<file path="src/rtl/pim_indirect_addr_gen_if.sv">
// pim_indirect_addr_gen_if: request/response channel between the indirect address generator and the memory arbiter
interface pim_indirect_addr_gen_if #(parameter int ADDR_W = 32, parameter int LINE_W = 256);
    logic              req_valid;
    logic              req_ready;
    logic [ADDR_W-1:0] req_addr;
    logic              req_is_idx;
    logic              rsp_valid;
    logic [LINE_W-1:0] rsp_data;
    modport master (output req_valid, req_addr, req_is_idx, input req_ready, rsp_valid, rsp_data);
    modport slave  (input req_valid, req_addr, req_is_idx, output req_ready, rsp_valid, rsp_data);
endinterface

</file>
<file path="src/rtl/pim_indirect_addr_gen.sv">
// pim_indirect_addr_gen: walks an index table at A and issues gather addresses B + (idx << shift)
// Optional PIM_IDX_SENTINEL_EN: an all-ones index ends the run early.
module pim_indirect_addr_gen #(
    parameter int ADDR_W       = 32,
    parameter int LINE_W       = 256,
    parameter int IDX_PER_LINE = 8,
    parameter int CNT_W        = 16
) (
    input  logic                      clk,
    input  logic                      rst_x,
    input  logic                      i_start,
    input  logic                      i_HPC_clear,
    input  logic [ADDR_W-1:0]         i_args_reg_A,
    input  logic [ADDR_W-1:0]         i_args_reg_B,
    input  logic [ADDR_W-1:0]         i_args_reg_C,
    pim_indirect_addr_gen_if.master   req,
    output logic                      o_busy,
    output logic                      o_done,
    output logic [CNT_W-1:0]          o_gen_count
);
    localparam int S_W = $clog2(IDX_PER_LINE);
    typedef enum logic [2:0] {IDLE, IDX_REQ, IDX_WAIT, GEN, DONE} state_t;
    state_t            state_q, state_d;
    logic [ADDR_W-1:0] a_q, a_d, b_q, b_d;
    logic [CNT_W-1:0]  rem_q, rem_d, cnt_q, cnt_d, l_q, l_d;
    logic [4:0]        sh_q, sh_d;
    logic [S_W-1:0]    s_q, s_d;
    logic [LINE_W-1:0] line_q, line_d;
    logic [31:0]       idx;
    logic              sentinel;
    logic              req_valid, req_is_idx;
    logic [ADDR_W-1:0] req_addr;
    logic              unused_c;
    assign unused_c = ^i_args_reg_C[ADDR_W-1:21];
    assign idx = line_q[32*s_q +: 32];
`ifdef PIM_IDX_SENTINEL_EN
    assign sentinel = &idx;
`else
    assign sentinel = 1'b0;
`endif
    assign req.req_valid  = req_valid;
    assign req.req_is_idx = req_is_idx;
    assign req.req_addr   = req_addr;
    assign o_busy      = state_q != IDLE;
    assign o_done      = state_q == DONE;
    assign o_gen_count = cnt_q;
    always_comb begin
        state_d    = state_q;
        a_d        = a_q;
        b_d        = b_q;
        rem_d      = rem_q;
        cnt_d      = cnt_q;
        l_d        = l_q;
        sh_d       = sh_q;
        s_d        = s_q;
        line_d     = line_q;
        req_valid  = 1'b0;
        req_is_idx = 1'b0;
        req_addr   = '0;
        case (state_q)
            IDLE: if (i_start) begin
                a_d     = i_args_reg_A;
                b_d     = i_args_reg_B;
                rem_d   = i_args_reg_C[CNT_W-1:0];
                sh_d    = i_args_reg_C[20:16];
                cnt_d   = '0;
                l_d     = '0;
                s_d     = '0;
                state_d = i_args_reg_C[CNT_W-1:0] == '0 ? DONE : IDX_REQ;
            end
            IDX_REQ: begin
                req_valid  = 1'b1;
                req_is_idx = 1'b1;
                req_addr   = a_q + (ADDR_W'(l_q) << 5);
                if (req.req_ready) state_d = IDX_WAIT;
            end
            IDX_WAIT: if (req.rsp_valid) begin
                line_d  = req.rsp_data;
                s_d     = '0;
                state_d = GEN;
            end
            GEN: if (sentinel) state_d = DONE;
            else begin
                req_valid = 1'b1;
                req_addr  = b_q + (ADDR_W'(idx) << sh_q);
                if (req.req_ready) begin
                    rem_d = rem_q - CNT_W'(1);
                    cnt_d = cnt_q + CNT_W'(1);
                    s_d   = s_q + S_W'(1);
                    // the last slot of a line refetches unless the element budget is already exhausted
                    if (rem_q == CNT_W'(1)) state_d = DONE;
                    else if (s_q == S_W'(IDX_PER_LINE - 1)) begin
                        l_d     = l_q + CNT_W'(1);
                        state_d = IDX_REQ;
                    end
                end
            end
            DONE:    state_d = IDLE;
            default: state_d = IDLE;
        endcase
        if (i_HPC_clear) begin
            state_d = IDLE;
            cnt_d   = '0;
        end
    end
    always_ff @(posedge clk or negedge rst_x) begin
        if (!rst_x) begin
            state_q <= IDLE;
            a_q     <= '0;
            b_q     <= '0;
            rem_q   <= '0;
            cnt_q   <= '0;
            l_q     <= '0;
            sh_q    <= '0;
            s_q     <= '0;
            line_q  <= '0;
        end else begin
            state_q <= state_d;
            a_q     <= a_d;
            b_q     <= b_d;
            rem_q   <= rem_d;
            cnt_q   <= cnt_d;
            l_q     <= l_d;
            sh_q    <= sh_d;
            s_q     <= s_d;
            line_q  <= line_d;
        end
    end
endmodule

</file>
<file path="src/flat_wrapper.sv">
// flat-port wrapper written by rule: the top's interface ports become plain ports
module pim_indirect_addr_gen_flat 
#(
    parameter int ADDR_W       = 32,
    parameter int LINE_W       = 256,
    parameter int IDX_PER_LINE = 8,
    parameter int CNT_W        = 16
)
  (clk, rst_x, i_start, i_HPC_clear, i_args_reg_A, i_args_reg_B, i_args_reg_C, o_busy, o_done, o_gen_count, req_req_valid, req_req_addr, req_req_is_idx, req_req_ready, req_rsp_valid, req_rsp_data);
  pim_indirect_addr_gen_if #(.ADDR_W(ADDR_W), .LINE_W(LINE_W)) req_i ();
  input  logic clk;
  input  logic rst_x;
  input  logic i_start;
  input  logic i_HPC_clear;
  input  logic [ADDR_W-1:0] i_args_reg_A;
  input  logic [ADDR_W-1:0] i_args_reg_B;
  input  logic [ADDR_W-1:0] i_args_reg_C;
  output logic o_busy;
  output logic o_done;
  output logic [CNT_W-1:0] o_gen_count;
  output wire logic [$bits(req_i.req_valid)-1:0] req_req_valid;
  output wire logic [$bits(req_i.req_addr)-1:0] req_req_addr;
  output wire logic [$bits(req_i.req_is_idx)-1:0] req_req_is_idx;
  input wire logic [$bits(req_i.req_ready)-1:0] req_req_ready;
  input wire logic [$bits(req_i.rsp_valid)-1:0] req_rsp_valid;
  input wire logic [$bits(req_i.rsp_data)-1:0] req_rsp_data;
  assign req_req_valid = req_i.req_valid;
  assign req_req_addr = req_i.req_addr;
  assign req_req_is_idx = req_i.req_is_idx;
  assign req_i.req_ready = req_req_ready;
  assign req_i.rsp_valid = req_rsp_valid;
  assign req_i.rsp_data = req_rsp_data;
  pim_indirect_addr_gen #(.ADDR_W(ADDR_W), .LINE_W(LINE_W), .IDX_PER_LINE(IDX_PER_LINE), .CNT_W(CNT_W)) u_core (.clk(clk), .rst_x(rst_x), .i_start(i_start), .i_HPC_clear(i_HPC_clear), .i_args_reg_A(i_args_reg_A), .i_args_reg_B(i_args_reg_B), .i_args_reg_C(i_args_reg_C), .req(req_i), .o_busy(o_busy), .o_done(o_done), .o_gen_count(o_gen_count));
endmodule
</file>
<file path="config.mk">
export PLATFORM = sky130hd
export DESIGN_NAME = pim_indirect_addr_gen_flat
export DESIGN_NICKNAME = d
export VERILOG_FILES = /design/src/rtl/pim_indirect_addr_gen_if.sv /design/src/rtl/pim_indirect_addr_gen.sv /design/src/flat_wrapper.sv
export SDC_FILE = /design/constraint.sdc
export NUM_CORES = 1
export LEC_CHECK = 0
export CELL_PAD_IN_SITES_DETAIL_PLACEMENT = 0
export CELL_PAD_IN_SITES_GLOBAL_PLACEMENT = 1
export CORE_UTILIZATION = 40
export DETAILED_ROUTE_END_ITERATION = 10
export GPL_TIMING_DRIVEN = 0
export PLACE_DENSITY_LB_ADDON = 0.1
export SETUP_SLACK_MARGIN = 0.02
export SYNTH_ARGS = -nofsm -noshare
export SYNTH_HDL_FRONTEND = slang
export SYNTH_SLANG_ARGS = --single-unit
export TNS_END_PERCENT = 10
</file>
<file path="constraint.sdc">
create_clock -name clk -period 16 [get_ports clk]
set_clock_uncertainty 0.05 [all_clocks]
set_input_delay 3.2 -clock clk [delete_from_list [all_inputs] [get_ports clk]]
set_output_delay 3.2 -clock clk [all_outputs]
set_load 0.005 [all_outputs]
</file>
### After elaboration in Yosys (flattened, before gate mapping)

Cells that the tools add are included.

| cells by class | value |
|---|---|
| shifts and indexed selects | 2 |
| eq/ne operators | 16 |
| muxes and demuxes | 27 |
| $add $sub $neg | 6 |
| reduce and logical (&&, ||, !) cells | 14 |

Operator list:

| operator | count |
|---|---|
| variable part select 256 x 9 -> 32 bit | 1 |
| 2-to-1 mux 16 bit | 8 |
| one-hot mux 16 bit (2 select lines) | 3 |
| one-hot mux 32 bit (2 select lines) | 1 |
| 2-to-1 mux 3 bit | 11 |
| adder 16 x 1 -> 16 bit, second input constant | 2 |
| adder 32 x 21 -> 32 bit | 1 |
| adder 32 bit | 1 |
| << shifter 32 x 5 -> 32 bit | 1 |
| equality test 16 x 1 -> 1 bit, second input constant | 1 |
| logical NOT 16 bit | 1 |
| subtractor 16 x 1 -> 16 bit, second input constant | 1 |
| != test 3 bit, second input constant | 4 |
| one-hot mux 3 bit (4 select lines) | 1 |
| AND reduction 5 bit | 2 |
| one-hot mux 3 bit (3 select lines) | 1 |
| nonzero test 3 bit | 3 |
| != test 2 bit, second input constant | 4 |
| equality test 3 x 2 -> 1 bit, second input constant | 2 |
| equality test 3 bit, second input constant | 2 |
| AND reduction 3 bit | 2 |
| != test 4 x 2 -> 1 bit, second input constant | 1 |
| AND reduction 2 bit | 2 |
| AND reduction 4 bit | 1 |
| other kinds (7) | 8 |

| storage, ports and cells | value |
|---|---|
| input bits | 358 |
| logic and storage cells | 74 |
| register bits | 379 |

### Depth between registers and ports, before layout

| logic depth | value |
|---|---|
| depth in word-level cells | 6 |
| mapped depth | 23 |

### Worst setup path before layout

OpenSTA, ideal clock, no wires.

| timing | value |
|---|---|
| kind | register to output |
| start | reg u_core.s_q[0] |
| end | out req_req_addr[31] |
| stages on the path, launching flop included | 23 |
| data required time | 12.750 ns |
| slack | 7.932 ns |
| data arrival time | 4.818 ns |
| path buffers | 4 |
| cell sequence | dfrtp_1 buf_2 buf_6 buf_4 buf_4 mux4_2 mux4_2 mux2i_1 nand2_1 o21ai_0 nor2_1 a21oi_1 nor2_1 ha_1 a21oi_1 o21ai_0 a311oi_1 o21ai_1 a211oi_1 o31ai_1 a221oi_1 xnor2_1 a211oi_2 |

| between the ends | value |
|---|---|
| cells in the longest elaborated chain, start to end | 4 |

Ends and longest elaborated chain:

| item | line | source |
|---|---|---|
| from (decl) | pim_indirect_addr_gen.sv:27 | `logic [S_W-1:0] s_q, s_d;` |
| from (signal assigned) | pim_indirect_addr_gen.sv:115 | `s_q <= '0;` |
| from (signal assigned) | pim_indirect_addr_gen.sv:125 | `s_q <= s_d;` |
| variable part select 256 x 9 -> 32 bit | pim_indirect_addr_gen.sv:35 | `assign idx = line_q[32*s_q +: 32];` |
| << shifter 32 x 5 -> 32 bit | pim_indirect_addr_gen.sv:85 | `req_addr = b_q + (ADDR_W'(idx) << sh_q);` |
| adder 32 bit | pim_indirect_addr_gen.sv:85 |  |
| one-hot mux 32 bit (2 select lines) | pim_indirect_addr_gen.sv:60 | `case (state_q)` |
| to (decl) | flat_wrapper.sv:22 | `output wire logic [$bits(req_i.req_addr)-1:0] req_req_addr;` |

Every way passes these cells.

### Worst setup path in the final report

| timing | value |
|---|---|
| start | reg u_core.s_q[2] |
| end | out req_req_addr[31] |

The elaborated chain is that of the path after synthesis.

==> impl_metrics.tcl <==
set metrics [dict create \
    synth_top_family_by_area "multiplexers" \
    synth_edf_count 0 \
    syn-cell-area_um2 21570 \
    start_util_pct 40.80 \
    min_from "u_core.a_q[0]$_DFFE_PN0P_" \
    timing.rr.end "u_core.line_q[227]$_DFFE_PN0P_" \
    post_cts_buffers 0 \
    p_leak_nw 11.83 \
    cp-start-kind "flip-flop" \
    cap_violations 0 \
    final_antenna_net_count 0 \
    finalCritPeriodShare_pct 65.86 \
    cp.required_ps 12750 \
    crit_chain "buf_2 -> buf_4 -> buf_4 -> buf_2 -> mux4_2 -> mux4_2 -> and2_1 -> a211o_1 -> o21ai_1 -> nor2_1 -> a21oi_1 -> nor2_1 -> ha_1 -> and3_1 -> a311oi_1 -> o21ai_1 -> a211oi_1 -> o31ai_1 -> a221oi_1 -> xnor2_1 -> a211oi_2 -> clkdlybuf4s50_1" \
    slew_headroom_pct 32.78 \
    violations "DRC" \
    tritoncts "built" \
    timing.hold.ws_ps 421.7 \
    ys_types 72 \
    area_growth_pct 30.03 \
    post_dp_cell_area_um2 26500 \
    slew_violations 0 \
    num-nets-final 2840 \
    p_per_area_nw_per_um2 181.6 \
    muxShareOfSynthArea_pct 26.40 \
    dp_hpwl_um 56640 \
    grt.overflow.total 0 \
    grt_use_total_pct 26.82 \
    tightest_slew_ps 1001 \
    cp_slowest_cell "clkdlybuf4s50_1" \
    root_buffer "clkbuf_16" \
    die-area_um2 54850 \
    io_pins 410 \
    wl_um 73080 \
    yosys_warnings 0 \
    irDropWorstVdd_mv 0.08354 \
    numPortBuffers 398 \
    cts_buffers 46 \
    grt_pass1_vias 17900 \
    avgViaCountPerCell 5.519 \
    slowest_delay_ps 540 \
    synth_top_area_share_pct 43.98 \
    setup_violations 0 \
    clock_latency_ps 600 \
    vias 17450 \
    fp.dieW_um 234.2 \
    hold_buffers 0 \
    ys_top_cells_by_count "dfrtp_1 (379), mux2_2 (285), nand2_1 (283)" \
    setup.worst_path.class "reg2out" \
    synth-xor-area-share_pct 2.315 \
    tns_ps 0 \
    r2r.worst_path.cells 5 \
    worstSetupEndpointType "output pin" \
    hold_class "reg2reg" \
    rows 84 \
    fmax_mhz 94.89 \
    fin_crit_ps 10540 \
    dieHeight_um 234.2 \
    grt_max_degree 114 \
    synth.avg_cell_area_um2 10.90 \
    drtPass1Iterations 10 \
    synth_compound_area_share_pct 9.288 \
    postSynthCellCount 1978 \
    clkSlewWorstSetupHoldPaths_ps 60 \
    synth_ff_type "dfrtp_1" \
    holdPathEnd "u_core.a_q[0]$_DFFE_PN0P_" \
    yosys.area.top_type "dfrtp_1" \
    arrival_ps 7290 \
    numClockSinks 379 \
    grt_pass1_wl_um 109400 \
    htree_levels 2 \
    rsz0062_at_grt "no" \
    synth-seq-cells 379 \
    synth_most_common_cell "dfrtp_1" \
    core_um2 52870 \
    cts.path.max_buffers 3 \
    synthTopCellsByArea "dfrtp_1 (44%), mux2_2 (15%), mux4_2 (7.8%)" \
    ctsResizeCount 0 \
    layout-drive-gt1-share_pct 19.23 \
    syn-num-nets 2391 \
    fillers 4719 \
    drc 36 \
    drt_iter0_drc 980 \
    antenna_found_initial 13 \
    synth_adder_area_share_pct 3.260 \
    hold_viol_final 0 \
    synth-async-reset-ratio_pct 100.0 \
    r2r_start "u_core.state_q[0]$_DFFE_PN0P_" \
    fin_area_um2 28040 \
    synthSimpleGateAreaFrac_pct 12.02 \
    r2r_slack_ps 12610 \
    worstHoldPathCells 2 \
    crit_fanout 10 \
    outcome "finished, violations left" \
    gp_congestion 0.8937 \
    routedWlPerCell_um 23.12 \
    ys_seq_area_share_pct 43.98 \
]
-- critical path: cells and delay by family, from the launching register on --
| kind | cells | cell delay [ps] |
|---|---|---|
| fa+ha+maj | 1 | 370 |
| flops | 1 | 350 |
| xor+xnor | 1 | 150 |
| compound gates | 9 | 2560 |
| mux | 2 | 920 |
| simple gates | 4 | 590 |
| buf+inv | 5 | 1760 |
-- report_power, final --
group / leakage (nW) / switching (W) / internal, W / total, W
clock network: 0.747 / 0.000438 / 0.000608 / 0.00105
registers: 4.70 / 0.000249 / 0.00137 / 0.00162
logic: 6.38 / 0.00129 / 0.00114 / 0.00243
total: 11.8 / 0.00198 / 0.00312 / 0.00509
-- worst max path at each step --
| stage | end | start | slack, ps |
|---|---|---|---|
| after global placement | u_core.line_q[128]$_DFFE_PN0P_ | rst_x | -5460 |
| after CTS | req_req_addr[31] | u_core.s_q[0]$_DFFE_PN0P_ | 5390 |
| final | req_req_addr[31] | u_core.s_q[2]$_DFFE_PN0P_ | 5460 |
| after detailed placement | req_req_addr[31] | u_core.s_q[0]$_DFFE_PN0P_ | 6070 |
| after floorplan | req_req_addr[31] | u_core.s_q[0]$_DFFE_PN0P_ | 7930 |
| after global routing | req_req_addr[31] | u_core.s_q[0]$_DFFE_PN0P_ | 4980 |
-- state kept, by name, summed over array words and instances, names as in the netlist --
name and count:
u_core.a_q 32, u_core.s_q 3, u_core.rem_q 16, u_core.o_gen_count 16, u_core.state_q 3, u_core.b_q 32
u_core.l_q 16, u_core.line_q 256, u_core.sh_q 5
-- cell usage in the layout, fill, tap and decap left out, types with 46 or more instances in the layout --
cell             count
a21oi_1             92
clkbuf_1            99
clkbuf_16           46
clkdlybuf4s50_1    397
dfrtp_1            379
ha_1                53
mux2_2             285
mux2i_1             77
mux4_2              75
nand2_1            283
nor2_1             133
o21ai_0             77
-- logic make-up after synthesis --
family	Yosys count
and+or+nand+nor	589
xor gates and xnor gates	57
buffers and inverters	139
DFF	379
muxes	439
adders and majority gates	55
AOI/OAI and AO/OA	320
-- per-stage QoR --
stage               utilization [%]  std cells  power, W  worst slack, ps
floorplan                         -       1978  0.003239             7932
detailed placement            50.13       3067  0.004041             6070
global route                  53.04       3159  0.005437             4982
global placement              49.96       3064  0.003996            -5464
finish                        53.05       3161  0.005093             5462
CTS                           53.01       3153  0.005113             5392
-- metal layers --
metal  vias to the layer above  wire length, um  global-route usage [%]
met5                         -               71                       0
met4                        12             1931                   8.340
met3                       109             4220                   5.241
met2                       488            36230                   45.90
met1                      8752            30630                   34.03
li1                       8084                -                       -
-- area by class of cell --
class,count,area [um2],area share [%]
Antenna cell,8,20.02,0.07139
Buffer,110,481.7,1.718
Clock buffer,69,1358,4.841
Clock inverter,17,166.4,0.5934
Inverter,29,108.9,0.3882
Multi-Input combinational cell,1460,11490,40.98
Sequential cell,379,9484,33.82
Tap cell,688,860.8,3.070
Timing Repair Buffer,401,4071,14.52
Power figures use the tool's default switching activity.
